## src/rtl/wb_stage.sv

```systemverilog
// wb_stage: writeback stage of the RISC-V core.
//
// This stage merges single-cycle ALU results with load responses. It drives
// the register bank write port one cycle after it accepts a result.
//
// Loads cannot be stalled, so they always win over the ALU. An ALU result
// that loses waits, and its producer keeps the inputs stable. Load data is
// lane-selected and sign- or zero-extended according to funct3. Results that
// target x0 are consumed without producing a write.
//
// Optional feature, selected by the macro WB_SCOREBOARD_EN:
//   defined   - a per-register load scoreboard drives Chk_busy and Sb_err
//   undefined - no scoreboard; Chk_busy and Sb_err are tied to 0, and
//               Ld_issue/Ld_issue_rd are ignored
//
// Parameters:
//   N_ADDR  register address width
//   N_REG   number of architectural registers (scoreboard size)
//   N_BIT   data width (byte/half lanes are taken from the low 32 bits)
//
// Ports:
//   Clk, Rst              clock, synchronous active-high reset
//   Alu_valid/ready       ALU result handshake; Alu_rd, Alu_data carry the payload
//   Ld_issue, Ld_issue_rd load issued to memory (sets the scoreboard)
//   Ld_valid, Ld_rd       load response, always taken when not in reset
//   Ld_data               raw aligned memory word
//   Ld_addr_lo, Ld_funct3 byte offset and load type
//   Chk_reg_1/2, Chk_busy decode query: does either source have a pending load
//   Sb_err                sticky: a load response arrived for a non-busy register
//   Reg_write, Wr_reg, Wr_data  register bank write port
module wb_stage #(
  parameter int N_ADDR = 5,
  parameter int N_REG  = 32,
  parameter int N_BIT  = 32
) (
  input  logic              Clk,
  input  logic              Rst,
  input  logic              Alu_valid,
  output logic              Alu_ready,
  input  logic [N_ADDR-1:0] Alu_rd,
  input  logic [N_BIT-1:0]  Alu_data,
  input  logic              Ld_issue,
  input  logic [N_ADDR-1:0] Ld_issue_rd,
  input  logic              Ld_valid,
  input  logic [N_ADDR-1:0] Ld_rd,
  input  logic [N_BIT-1:0]  Ld_data,
  input  logic [1:0]        Ld_addr_lo,
  input  logic [2:0]        Ld_funct3,
  input  logic [N_ADDR-1:0] Chk_reg_1,
  input  logic [N_ADDR-1:0] Chk_reg_2,
  output logic              Chk_busy,
  output logic              Sb_err,
  output logic              Reg_write,
  output logic [N_ADDR-1:0] Wr_reg,
  output logic [N_BIT-1:0]  Wr_data
);

  logic             alu_acc;
  logic             ld_acc;
  logic [7:0]       ld_byte;
  logic [15:0]      ld_half;
  logic [N_BIT-1:0] ld_ext;

  assign Alu_ready = !Rst && !Ld_valid;
  assign alu_acc   = Alu_valid && Alu_ready;
  assign ld_acc    = Ld_valid && !Rst;

  always_comb begin
    ld_byte = Ld_data[7:0];
    case (Ld_addr_lo)
      2'd0: ld_byte = Ld_data[7:0];
      2'd1: ld_byte = Ld_data[15:8];
      2'd2: ld_byte = Ld_data[23:16];
      2'd3: ld_byte = Ld_data[31:24];
      default: ld_byte = Ld_data[7:0];
    endcase
    ld_half = Ld_addr_lo[1] ? Ld_data[31:16] : Ld_data[15:0];
  end

  // funct3 011, 110 and 111 have no load meaning here and fall back to LW.
  always_comb begin
    ld_ext = Ld_data;
    case (Ld_funct3)
      3'b000:  ld_ext = {{(N_BIT-8){ld_byte[7]}}, ld_byte};
      3'b001:  ld_ext = {{(N_BIT-16){ld_half[15]}}, ld_half};
      3'b100:  ld_ext = {{(N_BIT-8){1'b0}}, ld_byte};
      3'b101:  ld_ext = {{(N_BIT-16){1'b0}}, ld_half};
      default: ld_ext = Ld_data;
    endcase
  end

  // A result for x0 is consumed, but the write port holds its last address
  // and data, so the bank never sees a stale-address write.
  always_ff @(posedge Clk) begin
    if (Rst) begin
      Reg_write <= 1'b0;
      Wr_reg    <= '0;
      Wr_data   <= '0;
    end else begin
      Reg_write <= 1'b0;
      if (ld_acc) begin
        if (Ld_rd != '0) begin
          Reg_write <= 1'b1;
          Wr_reg    <= Ld_rd;
          Wr_data   <= ld_ext;
        end
      end else if (alu_acc) begin
        if (Alu_rd != '0) begin
          Reg_write <= 1'b1;
          Wr_reg    <= Alu_rd;
          Wr_data   <= Alu_data;
        end
      end
    end
  end

`ifdef WB_SCOREBOARD_EN
  logic [N_REG-1:0] busy;
  logic [N_REG-1:0] busy_nxt;

  // The clear is applied before the set, so an issue and a response to the
  // same register in one cycle leave that register busy.
  always_comb begin
    busy_nxt = busy;
    if (ld_acc) busy_nxt[Ld_rd] = 1'b0;
    if (Ld_issue && (Ld_issue_rd != '0)) busy_nxt[Ld_issue_rd] = 1'b1;
    busy_nxt[0] = 1'b0;
  end

  always_ff @(posedge Clk) begin
    if (Rst) begin
      busy   <= '0;
      Sb_err <= 1'b0;
    end else begin
      busy <= busy_nxt;
      if (ld_acc && (Ld_rd != '0) && !busy[Ld_rd]) Sb_err <= 1'b1;
    end
  end

  assign Chk_busy = busy[Chk_reg_1] | busy[Chk_reg_2];
`else
  logic unused_sb;
  assign unused_sb = ^{Ld_issue, Ld_issue_rd, Chk_reg_1, Chk_reg_2};
  assign Chk_busy  = 1'b0;
  assign Sb_err    = 1'b0;
`endif

endmodule

```

## config.mk

```make
export PLATFORM = sky130hd
export DESIGN_NAME = wb_stage
export DESIGN_NICKNAME = d
export VERILOG_FILES = /design/src/rtl/wb_stage.sv
export SDC_FILE = /design/constraint.sdc
export NUM_CORES = 1
export LEC_CHECK = 0
export BUFFER_PORTS_ARGS = -buffer_cell sky130_fd_sc_hd__clkbuf_2
export CAP_MARGIN = 15
export CORE_MARGIN = 4
export CORE_UTILIZATION = 47
export CTS_CLUSTER_DIAMETER = 50
export DETAILED_ROUTE_END_ITERATION = 6
export GPL_ROUTABILITY_DRIVEN = 0
export GPL_TIMING_DRIVEN = 0
export PLACE_DENSITY = 0.82
export SKIP_CTS_REPAIR_TIMING = 1
export SYNTH_ARGS = -nofsm -noshare
export SYNTH_HDL_FRONTEND = slang
export SYNTH_SLANG_ARGS = --single-unit
```

## constraint.sdc

```tcl
create_clock -name Clk -period 1.8 [get_ports Clk]
set_input_delay 0.09 -clock Clk [delete_from_list [all_inputs] [get_ports Clk]]
set_output_delay 0.09 -clock Clk [all_outputs]
set_load 0.01 [all_outputs]
```

; ---- After elaboration in Yosys (flattened, before gate mapping)
; Cells that the tools add are included.
[totals]
wordCells = 37
inputBits = 99
ff_bits = 38
out_inout_bits = 41
[op_classes]
n_reduce_logical = 12
mux = 15
n_eq_ne = 7
[op_table]
columns = operator, count
row1 = 32-bit two-way mux, 4
row2 = 32-bit case mux with 4 select lines, 1
row3 = 8-bit case mux with 4 select lines, 1
row4 = 5-bit two-way mux, 4
row5 = 16-bit two-way mux, 1
row6 = 5-bit nonzero test, 2
row7 = "3-bit equality test, second input constant", 2
row8 = "2-bit equality test, second input constant", 2
row9 = 1-bit two-way mux, 4
row10 = 2-bit nonzero test, 2
row11 = "3-bit by 1-bit equality test with 1-bit output, second input constant", 1
row12 = 1-bit logical AND, 3
row13 = 3-bit logical NOT, 1
row14 = 3-bit AND reduction, 1
row15 = "2-bit by 1-bit equality test with 1-bit output, second input constant", 1
row16 = 1-bit logical NOT, 2
row17 = 2-bit logical NOT, 1
row18 = "2-bit by 1-bit inequality test with 1-bit output, second input constant", 1

; ---- Longest topological paths before layout
; Gate-level depths: netlist of the first run.
[depth]
ltp_word = 5
depth_mapped = 7
ltp_nobuf = 4

; ---- Worst setup path before layout of the first run
; OpenSTA, ideal clock, no wires.
[synth_path]
kind = input to register
start = in Ld_rd[1]
end = reg Wr_data[7]
stages = 6
arrival_ns = 1.314
path_buffers = 2
setup_ns = 0.138
setup_slack_ns = 0.348
t_required_ns = 1.662
path_cell_list = or4_4 > o21a_1 > buf_2 > buf_2 > o21ai_0 > o32ai_1
[synth_between]
elab_chain_len = 3
[synth_lines]
columns = element, line_no
row1 = from (decl), 45  ; input logic [N_ADDR-1:0] Ld_rd,
row2 = 5-bit nonzero test, 102  ; if (Ld_rd != '0) begin
row3 = 2-bit by 1-bit inequality test with 1-bit output (no line), -
row4 = 3-bit AND reduction (no line), -
row5 = to (signal assigned), 105  ; Wr_data <= ld_ext;
row6 = to (signal assigned), 111  ; Wr_data <= Alu_data;
row7 = to (decl), 55  ; output logic [N_BIT-1:0] Wr_data
; Every way passes these cells.
; A chain may end at the register's enable or synchronous reset.

; ---- Worst setup path in the final report of the first run
[layout_path]
start = in Ld_addr_lo[1]
end = reg Wr_data[7]
[layout_between]
elab_chain_len = 5
elab_cells_between_ends = 9
cone_classes = eq/ne: 3 / mux: 5 / reduce/logical: 1
[layout_lines]
columns = element, line_no
row1 = from (decl), 47  ; input logic [1:0] Ld_addr_lo,
row2 = 2-bit equality test (tied with other cells), 70  ; case (Ld_addr_lo)
row3 = 8-bit case mux with 4 select lines, 70
row4 = 32-bit case mux with 4 select lines (*), 83  ; case (Ld_funct3)
row5 = 32-bit two-way mux (*), 102
row6 = 32-bit two-way mux (*), 101  ; if (ld_acc) begin
; Mark *: on every way between the ends. The rest lies on a longest branch, timed or not. The select of a mux whose other input is x is not followed.

==> results of run 1 <==
-- Yosys cell counts, types with 2 or more instances --
library cell	n
nand2_1	46
dfxtp_1	38
inv_1	25
a211oi_1	19
a21oi_1	18
mux2i_1	18
nand3_1	18
nor2_1	18
clkbuf_1	17
o32ai_1	17
nor2b_1	14
nor3_1	13
nand2b_1	12
o21ai_0	10
a311oi_1	9
buf_2	8
o221ai_1	7
and3_1	6
and3b_1	6
buf_4	6
o21ai_1	6
o32ai_2	6
buf_6	4
a31oi_1	3
buf_1	3
a21boi_0	2
a21oi_2	2
nand3b_1	2
or4_4	2
-- worst max path at each step --
stage / to / slack [ns] / depth (start not counted)
global placement: Wr_data[12]$_SDFFE_PP0P_ / 0.14 / 7
floorplan: Wr_data[7]$_SDFFE_PP0P_ / 0.35 / 6
global route: Wr_data[22]$_SDFFE_PP0P_ / 0.26 / 6
detailed placement: Wr_data[12]$_SDFFE_PP0P_ / 0.10 / 7
CTS: Wr_data[8]$_SDFFE_PP0P_ / 0.39 / 7
finish: Wr_data[7]$_SDFFE_PP0P_ / 0.38 / 5
-- through the flow --
stage / area, um2 / std cells / power (W) / worst slack (ns) / utilization (%)
6_report: 3610 / 570 / 0.00227 / 0.382 / 63.6
5_1_grt: 3610 / 570 / 0.00238 / 0.261 / 63.6
4_1_cts: 3610 / 570 / 0.00227 / 0.390 / 63.6
3_5_place_dp: 3510 / 562 / 0.00165 / 0.105 / 61.9
3_3_place_gp: 3510 / 562 / 0.00163 / 0.141 / 61.9
2_1_floorplan: 2830 / 371 / 0.00137 / 0.348 / -
-- kinds of logic after synthesis --
group,after synthesis,synth area share (%)
multiplexers,19,7.18
flip-flops,38,26.9
other,1,0.133
AND/OR/NAND/NOR,141,26.0
AO/OA/AOI/OAI,106,28.9
buffers and inverters,65,10.9
-- critical path: stages --
cell and delay [ns]:
buf_6 0.11, mux4_2 0.54, nor3b_1 0.16, a2111oi_1 0.51, o32ai_1 0.17
-- metal layers --
metal	vias up	global-route usage, %
li1	1588	-
met1	1471	31.9
met2	130	39.7
met3	19	4.13
met4	0	8.06
met5	-	0
-- final cells by class --
type	instances	area, um2	area share, %
Clock buffer	6	82.6	2.29
Clock inverter	2	12.5	0.347
Timing Repair Buffer	119	596	16.5
Multi-Input combinational cell	268	1760	48.8
Buffer	39	210	5.83
Tap cell	72	90.1	2.50
Inverter	26	97.6	2.70
Sequential cell	38	761	21.1
-- power groups by stage --
stage | Clock (W) | Combinational, W | Sequential [W]
after detailed placement | 0 | 0.000682 | 0.000970
after global routing | 0.000668 | 0.000754 | 0.000961
after global placement | 0 | 0.000666 | 0.000969
final | 0.000631 | 0.000689 | 0.000951
after CTS | 0.000633 | 0.000684 | 0.000951
after floorplan | 0 | 0.000369 | 0.00100
==> impl_metrics.yaml, run 1 <==
final_layout:
  finalNetCount: 596
  drive_above_1_share_pct: 32.7
  final_common_cell: "clkbuf_2"
  largest_reg_flops: 32
  diodes: 0
  area_growth_pct: 27.8
  final_cell_mix: "120 x clkbuf_2, 46 x nand2_1, 38 x dfxtp_1, 25 x inv_1, 19 x a211oi_1"
  fill_cells: 534
timing:
  whs_ns: 0.0604
  hold_viol: 0
  post-route-min-period_ns: 1.42
  tns_ns: 0
  rsz0062_at_grt: "no"
  drv_slew: 0
  worst_slew_pin_slew_ns: 0.713
  post-route-period-util_pct: 78.8
  max_freq_mhz: 705
  final.setup_skew_ns: 0
  slew_headroom_pct: 52.1
  setup_viol_count_final: 0
synth:
  synth_top_cell_by_area: "dfxtp_1"
  synthArstFlopShare_pct: 0
  netlist_instances: 370
  ys.flop_type: "dfxtp_1"
  synth_area_leaders: "dfxtp_1 27%, mux2i_1 6.4%, nand2_1 6.1%, o32ai_1 5.3%, a211oi_1 5.1%"
  ys_seq_area_share_pct: 26.9
  yosys_warnings: 0
  ys_types: 44
  ys_ff_latch: 38
  synth_area_um2: 2820
  avgSynthCellArea_um2: 7.63
  synth_edf_count: 0
  synth_top_cell_area_share_pct: 26.9
global_routing:
  grt_remaining_overflow: 0
  grt_antenna_before_repair: 0
  grt_pass1_vias: 3063
  grt_pass1_wl_mm: 14.5
  grt_max_degree: 13
  grtUsageTotal_pct: 24.1
power_and_ir_drop:
  power.leakage_nw: 1.68
  clock_power_share_pct: 27.8
  peakVddDrop_v: 0.000385
  switching_share_pct: 33.2
  p_int_w: 0.00152
  combPwrFrac_pct: 30.3
  p_per_area_nw_per_um2: 629
  switchingPower_w: 0.000753
  seq_power_share_pct: 41.9
cts:
  h-tree-depth: 2
  clockBufferDepth: 2
  cts_made_buffers: 5
  clk_latency_ns: 0.29
  path_clk_slew_ns: 0.08
  cts-root-buf: "clkbuf_8"
  cts_tree: "built"
  cts.sink_count: 38
detailed_routing:
  vias_per_cell: 5.63
  dr.pass1.iters: 4
  drc: 0
  ant_nets: 0
  wl_met2_mm: 4.25
  top_layer: "met4"
  wl_per_cell_um: 15.8
  wl_met3_um: 654
  finalWirelength_mm: 9.03
  vias: 3208
  wl_met1_mm: 3.94
  drt-initial-drc-count: 190
floorplan:
  start_util_pct: 49.8
  dieArea_um2: 7310
  die_width_um: 85.5
  num_rows: 27
  ios: 140
  die_h_um: 85.5
  core-area_um2: 5680
worst_setup_path:
  arrival_ns: 1.57
  critPathLaunch: "Ld_addr_lo[1]"
  regToRegStartpoint: "Wr_data[4]$_SDFFE_PP0P_"
  critPathCaptureType: "flip-flop"
  cp-start-kind: "input port"
  required_ns: 1.96
  rrSetupSlack_ns: 0.93
  crit_fanout: 8
  worstRegToRegCells: 2
  r2r_end: "Wr_data[4]$_SDFFE_PP0P_"
  path_class: "in -> reg"
hold_path:
  hold_class: "in -> reg"
  min_from: "Alu_data[0]"
  holdPathEnd: "Wr_data[0]$_SDFFE_PP0P_"
  min_path_cells: 3
status:
  status: "finished, final reports clean"
place:
  io_buffers: 119
  dp_hpwl_mm: 7.28
job:
  max_cap_violations: 0
(Power assumes the default switching activity.)
==> run 2, diff against run 1 <==
--- a/config.mk
+++ b/config.mk
@@ -8,12 +8,12 @@
 export BUFFER_PORTS_ARGS = -buffer_cell sky130_fd_sc_hd__clkbuf_2
 export CAP_MARGIN = 15
 export CORE_MARGIN = 4
-export CORE_UTILIZATION = 47
+export CORE_UTILIZATION = 42
 export CTS_CLUSTER_DIAMETER = 50
 export DETAILED_ROUTE_END_ITERATION = 6
 export GPL_ROUTABILITY_DRIVEN = 0
 export GPL_TIMING_DRIVEN = 0
-export PLACE_DENSITY = 0.82
+export PLACE_DENSITY = 0.77
 export SKIP_CTS_REPAIR_TIMING = 1
 export SYNTH_ARGS = -nofsm -noshare
 export SYNTH_HDL_FRONTEND = slang
==> constraint.sdc (replaced) <==
create_clock -name Clk -period 1.2 [get_ports Clk]
set_input_delay 0.06 -clock Clk [delete_from_list [all_inputs] [get_ports Clk]]
set_output_delay 0.06 -clock Clk [all_outputs]
set_load 0.01 [all_outputs]
==> run 2 against run 1 <==
The flow now finishes with violations (setup timing); critical path depth up 2; wire length up 9.9%; non-clock buffer count up 11; total power up 77%; sequential share of layout area down 2.4 points; register-to-register slack worse by 0.48 ns; cell count up 2.8%; die area up 11%; combinational power up 73%; sequential cell count unchanged; highest routed layer unchanged; critical path type unchanged.
==> impl_metrics.yaml, run 2 (synthesis results as in run 1) <==
detailed_routing:
  ant_nets: 0
  drt-initial-drc-count: 220
  vias: 3281
  finalWirelength_mm: 9.92
  dr.pass1.iters: 5
  drc: 0
  wl_per_cell_um: 16.9
  vias_per_cell: 5.60
timing:
  drv_slew: 0
  post-route-min-period_ns: 1.25
  post-route-period-util_pct: 104
  layout_setup_ws_ns: -0.0539
  rsz0062_at_grt: "yes"
  setup_viol_count_final: 29
  final.setup_skew_ns: 0
  hold_viol: 0
  max_freq_mhz: 797
global_routing:
  grt_max_degree: 13
  grt_remaining_overflow: 0
  grt_pass1_wl_mm: 15.2
  grtUsageTotal_pct: 22.8
  grt_antenna_before_repair: 0
  grt_pass1_vias: 3206
place:
  place_area_um2: 3680
  placed_cells: 567
  io_buffers: 119
  dp_hpwl_mm: 7.66
final_layout:
  final_cell_mix: "127 x clkbuf_2, 46 x nand2_1, 38 x dfxtp_1, 25 x inv_1, 21 x o32ai_2"
  finalNetCount: 607
  diodes: 0
  largest_reg_flops: 32
  multi_input_area_um2: 1990
  postLayoutCellArea_um2: 4070
  drive_above_1_share_pct: 42.0
  fin_cells: 586
  final_common_cell: "clkbuf_2"
  fill_cells: 553
  regArea_um2: 761
  area_growth_pct: 44.2
cts:
  cts_tree: "built"
  clk_latency_ns: 0.30
  clockBufferDepth: 2
  h-tree-depth: 2
  cts_made_buffers: 5
  path_clk_slew_ns: 0.08
  cts-root-buf: "clkbuf_8"
  cts.sink_count: 38
worst_setup_path:
  r2r_end: "Wr_data[12]$_SDFFE_PP0P_"
  cp-start-kind: "input port"
  rrSetupSlack_ns: 0.45
  worstRegToRegCells: 2
  critPathCaptureType: "flip-flop"
  crit_fanout: 10
  required_ns: 1.37
  regToRegStartpoint: "Wr_data[12]$_SDFFE_PP0P_"
  path_class: "in -> reg"
  arrival_ns: 1.43
hold_path:
  hold_class: "in -> reg"
  min_from: "Alu_data[2]"
  holdPathEnd: "Wr_data[2]$_SDFFE_PP0P_"
  min_path_cells: 3
job:
  max_cap_violations: 0
floorplan:
  die_h_um: 90
  dieArea_um2: 8100
  die_width_um: 90
  ios: 140
  core-area_um2: 6420
  start_util_pct: 44.0
  num_rows: 29
status:
  status: "complete, but fails checks"
  violations: "setup timing"
power_and_ir_drop:
  p_per_area_nw_per_um2: 985
  peakVddDrop_v: 0.000520
  power.leakage_nw: 1.89
-- run 2: cell types whose count changed in the layout (fill, tap and decap cells not counted), moves of 7 or more --
cell      previous run  this run
clkbuf_1            17         9
o32ai_2              6        21
clkbuf_2           120       127
buf_4                6        13
nor3_1              13         6
o32ai_1             17         2
-- run 2: layout make-up --
type / count / area share, %
well taps: 77 / 2.37
flip-flops and latches: 38 / 18.7
repair buffers: 131 / 17.5
inverters: 26 / 2.40
clock buffers: 6 / 2.03
clock inverters: 2 / 1.48
multi-input cells: 268 / 48.9
plain buffers: 38 / 6.67
-- run 2: critical path, cell delays in order --
cell	delay, ns
buf_6	0.09
or4_4	0.55
o21a_1	0.20
buf_6	0.15
buf_6	0.15
o32ai_1	0.12
a21oi_1	0.11
-- run 2: power breakdown --
| group | switching [W] | leakage (nW) | total (W) | internal, W |
|---|---|---|---|---|
| combinational | 0.000655 | 1.50 | 0.00119 | 0.000536 |
| clock | 0.000495 | 0.0714 | 0.00138 | 0.000887 |
| sequential | 0.0000668 | 0.316 | 0.00144 | 0.00137 |
| total | 0.00122 | 1.89 | 0.00401 | 0.00279 |
-- run 2: through the flow --
stage	power [W]	util (%)	hold slack [ns]	worst slack (ns)	setup TNS [ns]
after floorplan	0.00212	-	0.237	-0.165	-4.77
after global placement	0.00253	57.3	0.343	-0.476	-14.58
after detailed placement	0.00255	57.3	0.348	-0.499	-15.67
after CTS	0.00390	59.5	0.0364	-0.173	-3.76
after global routing	0.00418	63.4	0.0393	-0.0883	-2.14
final	0.00401	63.4	0.0287	-0.0539	-0.691
-- run 2: worst max-delay path by stage --
| stage | from | end | slack, ns |
|---|---|---|---|
| finish | Ld_rd[4] | Wr_data[24]$_SDFFE_PP0P_ | -0.05 |
| global route | Ld_rd[4] | Wr_data[23]$_SDFFE_PP0P_ | -0.09 |
| CTS | Alu_rd[4] | Wr_data[23]$_SDFFE_PP0P_ | -0.17 |
| detailed placement | Alu_rd[4] | Wr_data[23]$_SDFFE_PP0P_ | -0.50 |
| global placement | Alu_rd[4] | Wr_data[29]$_SDFFE_PP0P_ | -0.48 |
| floorplan | Ld_rd[1] | Wr_data[10]$_SDFFE_PP0P_ | -0.17 |
-- run 2: layer usage --
layer	routed length [um]	vias to the layer above	track usage, %
met5	0	-	0
li1	-	1619	-
met4	202	0	9.06
met2	4640	156	37.3
met3	887	21	6.59
met1	4190	1485	28.0
==> run 3, diff against run 2 <==
--- a/config.mk
+++ b/config.mk
@@ -8,12 +8,12 @@
 export BUFFER_PORTS_ARGS = -buffer_cell sky130_fd_sc_hd__clkbuf_2
 export CAP_MARGIN = 15
 export CORE_MARGIN = 4
-export CORE_UTILIZATION = 42
+export CORE_UTILIZATION = 47
 export CTS_CLUSTER_DIAMETER = 50
 export DETAILED_ROUTE_END_ITERATION = 6
 export GPL_ROUTABILITY_DRIVEN = 0
 export GPL_TIMING_DRIVEN = 0
-export PLACE_DENSITY = 0.77
+export PLACE_DENSITY = 0.82
 export SKIP_CTS_REPAIR_TIMING = 1
 export SYNTH_ARGS = -nofsm -noshare
 export SYNTH_HDL_FRONTEND = slang
==> constraint.sdc (replaced) <==
create_clock -name Clk -period 1.3 [get_ports Clk]
set_input_delay 0.065 -clock Clk [delete_from_list [all_inputs] [get_ports Clk]]
set_output_delay 0.065 -clock Clk [all_outputs]
set_load 0.01 [all_outputs]
==> run 3 against run 2 <==
Critical path type unchanged; the run now ends clean; combinational power down 10%; critical endpoint is now Wr_data[23]$_SDFFE_PP0P_; utilization up 5.7 points; via count rose by 2.1%.
==> impl_metrics.yaml, run 3 (synthesis results as in run 1) <==
floorplan:
  core-area_um2: 5680
  dieArea_um2: 7310
  ios: 140
  die_width_um: 85.5
  num_rows: 27
  die_h_um: 85.5
  start_util_pct: 49.8
worst_setup_path:
  critical_path.max_stage_delay_ns: 0.55
  critical_path_buf_inv_count: 3
  required_ns: 1.47
  path_class: "in -> reg"
  critPathCaptureType: "flip-flop"
  cp_top_family: "simple AND/OR/NAND/NOR gates"
  crit_fanout: 10
  path_cells: "clkbuf_2 > or4_4 > o21a_1 > buf_6 > buf_6 > o32ai_1 > a21oi_1"
  arrival_ns: 1.45
  cp-start-kind: "input port"
  critical_path.most_common_cell: "buf_6"
  critPathSlowestCell: "or4_4"
global_routing:
  globalRouteMet2Util_pct: 43.4
  grt_pass1_vias: 3264
  grt_max_degree: 13
  grt_pass1_wl_mm: 15.0
  grt_antenna_before_repair: 0
  grtUsageTotal_pct: 25.3
  grt_remaining_overflow: 0
  grt.met3_usage_pct: 4.80
  grt_busiest_layer: "met2"
  met1_usage_pct: 32.1
cts:
  cts_made_buffers: 5
  cts.sink_count: 38
  cts_tree: "built"
  h-tree-depth: 2
  clockBufferDepth: 2
  path_clk_slew_ns: 0.08
  cts-root-buf: "clkbuf_8"
  clk_latency_ns: 0.29
power_and_ir_drop:
  p_per_area_nw_per_um2: 872
  p_total_w: 0.00342
  power.leakage_nw: 1.81
  peakVddDrop_v: 0.000639
detailed_routing:
  wl_per_cell_um: 17.0
  drt-initial-drc-count: 256
  vias: 3350
  dr.pass1.iters: 5
  ant_nets: 0
  finalWirelength_mm: 9.76
  vias_per_cell: 5.85
  drc: 0
final_layout:
  largest_reg_flops: 32
  diodes: 0
  postLayoutCellArea_um2: 3920
  finalNetCount: 599
  fill_cells: 484
  final_common_cell: "clkbuf_2"
  final_cell_mix: "128 x clkbuf_2, 46 x nand2_1, 38 x dfxtp_1, 25 x inv_1"
  drive_above_1_share_pct: 40.9
  area_growth_pct: 38.8
timing:
  setup_viol_count_final: 0
  hold_viol: 0
  final.setup_skew_ns: 0
  post-route-period-util_pct: 98.9
  rsz0062_at_grt: "yes"
  max_freq_mhz: 778
  post-route-min-period_ns: 1.29
  drv_slew: 0
  worst_slew_pin_slew_ns: 0.547
  slew_headroom_pct: 63.3
job:
  max_cap_violations: 0
place:
  dp_hpwl_mm: 7.65
  place_area_um2: 3670
  io_buffers: 119
status:
  status: "finished, final reports clean"
hold_path:
  hold_class: "in -> reg"
run 3: changes by cell type in the layout (fill, tap and decap cells not counted), moves of 2 or more:
cell / change
o21ai_4: -2
o32ai_1: +2
buf_4: -4
o32ai_2: -3
buf_6: -3
run 3: worst reg2reg max path: stages (launching register included):
cell      delay, ns
dfxtp_1        0.39
nor3_2         0.06
a311oi_1       0.23
run 3: final cells by class:
class                   instances  area [um2]  share of cell area [%]
clock buffers                   6        72.6                    1.85
flip-flops and latches         38         761                    19.4
plain buffers                  37         249                    6.35
well taps                      72        90.1                    2.30
clock inverters                 2        37.5                   0.958
multi-input cells             268        1980                    50.5
inverters                      26        97.6                    2.49
repair buffers                124         633                    16.2
run 3: path summary, 6_finish.rpt:
path                                            endpoint  cells past startpoint                      from  slack (ns)
worst max-delay path            Wr_data[23]$_SDFFE_PP0P_                      7                  Ld_rd[1]        0.01
worst min-delay path             Wr_data[3]$_SDFFE_PP0P_                      3               Alu_data[3]        0.06
worst max register to register   Wr_data[5]$_SDFFE_PP0P_                      2   Wr_data[5]$_SDFFE_PP0P_        0.52
worst min register to register  Wr_data[21]$_SDFFE_PP0P_                      2  Wr_data[21]$_SDFFE_PP0P_        0.47
run 3: per-stage QoR:
step	utilization, %	hold slack (ns)	setup WS, ns	TNS (ns)	std cells
CTS	66.6	0.0445	-0.118	-1.56	570
global placement	64.6	0.343	-0.383	-10.47	562
detailed placement	64.6	0.350	-0.444	-12.33	562
global route	69.0	0.0705	-0.0633	-0.173	573
floorplan	-	0.242	-0.0705	-1.48	371
finish	69.0	0.0588	0.0146	0	573
run 3: metal layers:
layer	vias up	part of all wire [%]
met3	26	9.8
li1	1600	-
met1	1516	41
met2	208	47
met5	-	0
met4	0	2.2
run 3: power breakdown:
group,internal (W),total [W],switching (W)
sequential,0.00127,0.00132,0.0000568
clock,0.000573,0.00103,0.000455
combinational,0.000465,0.00107,0.000603
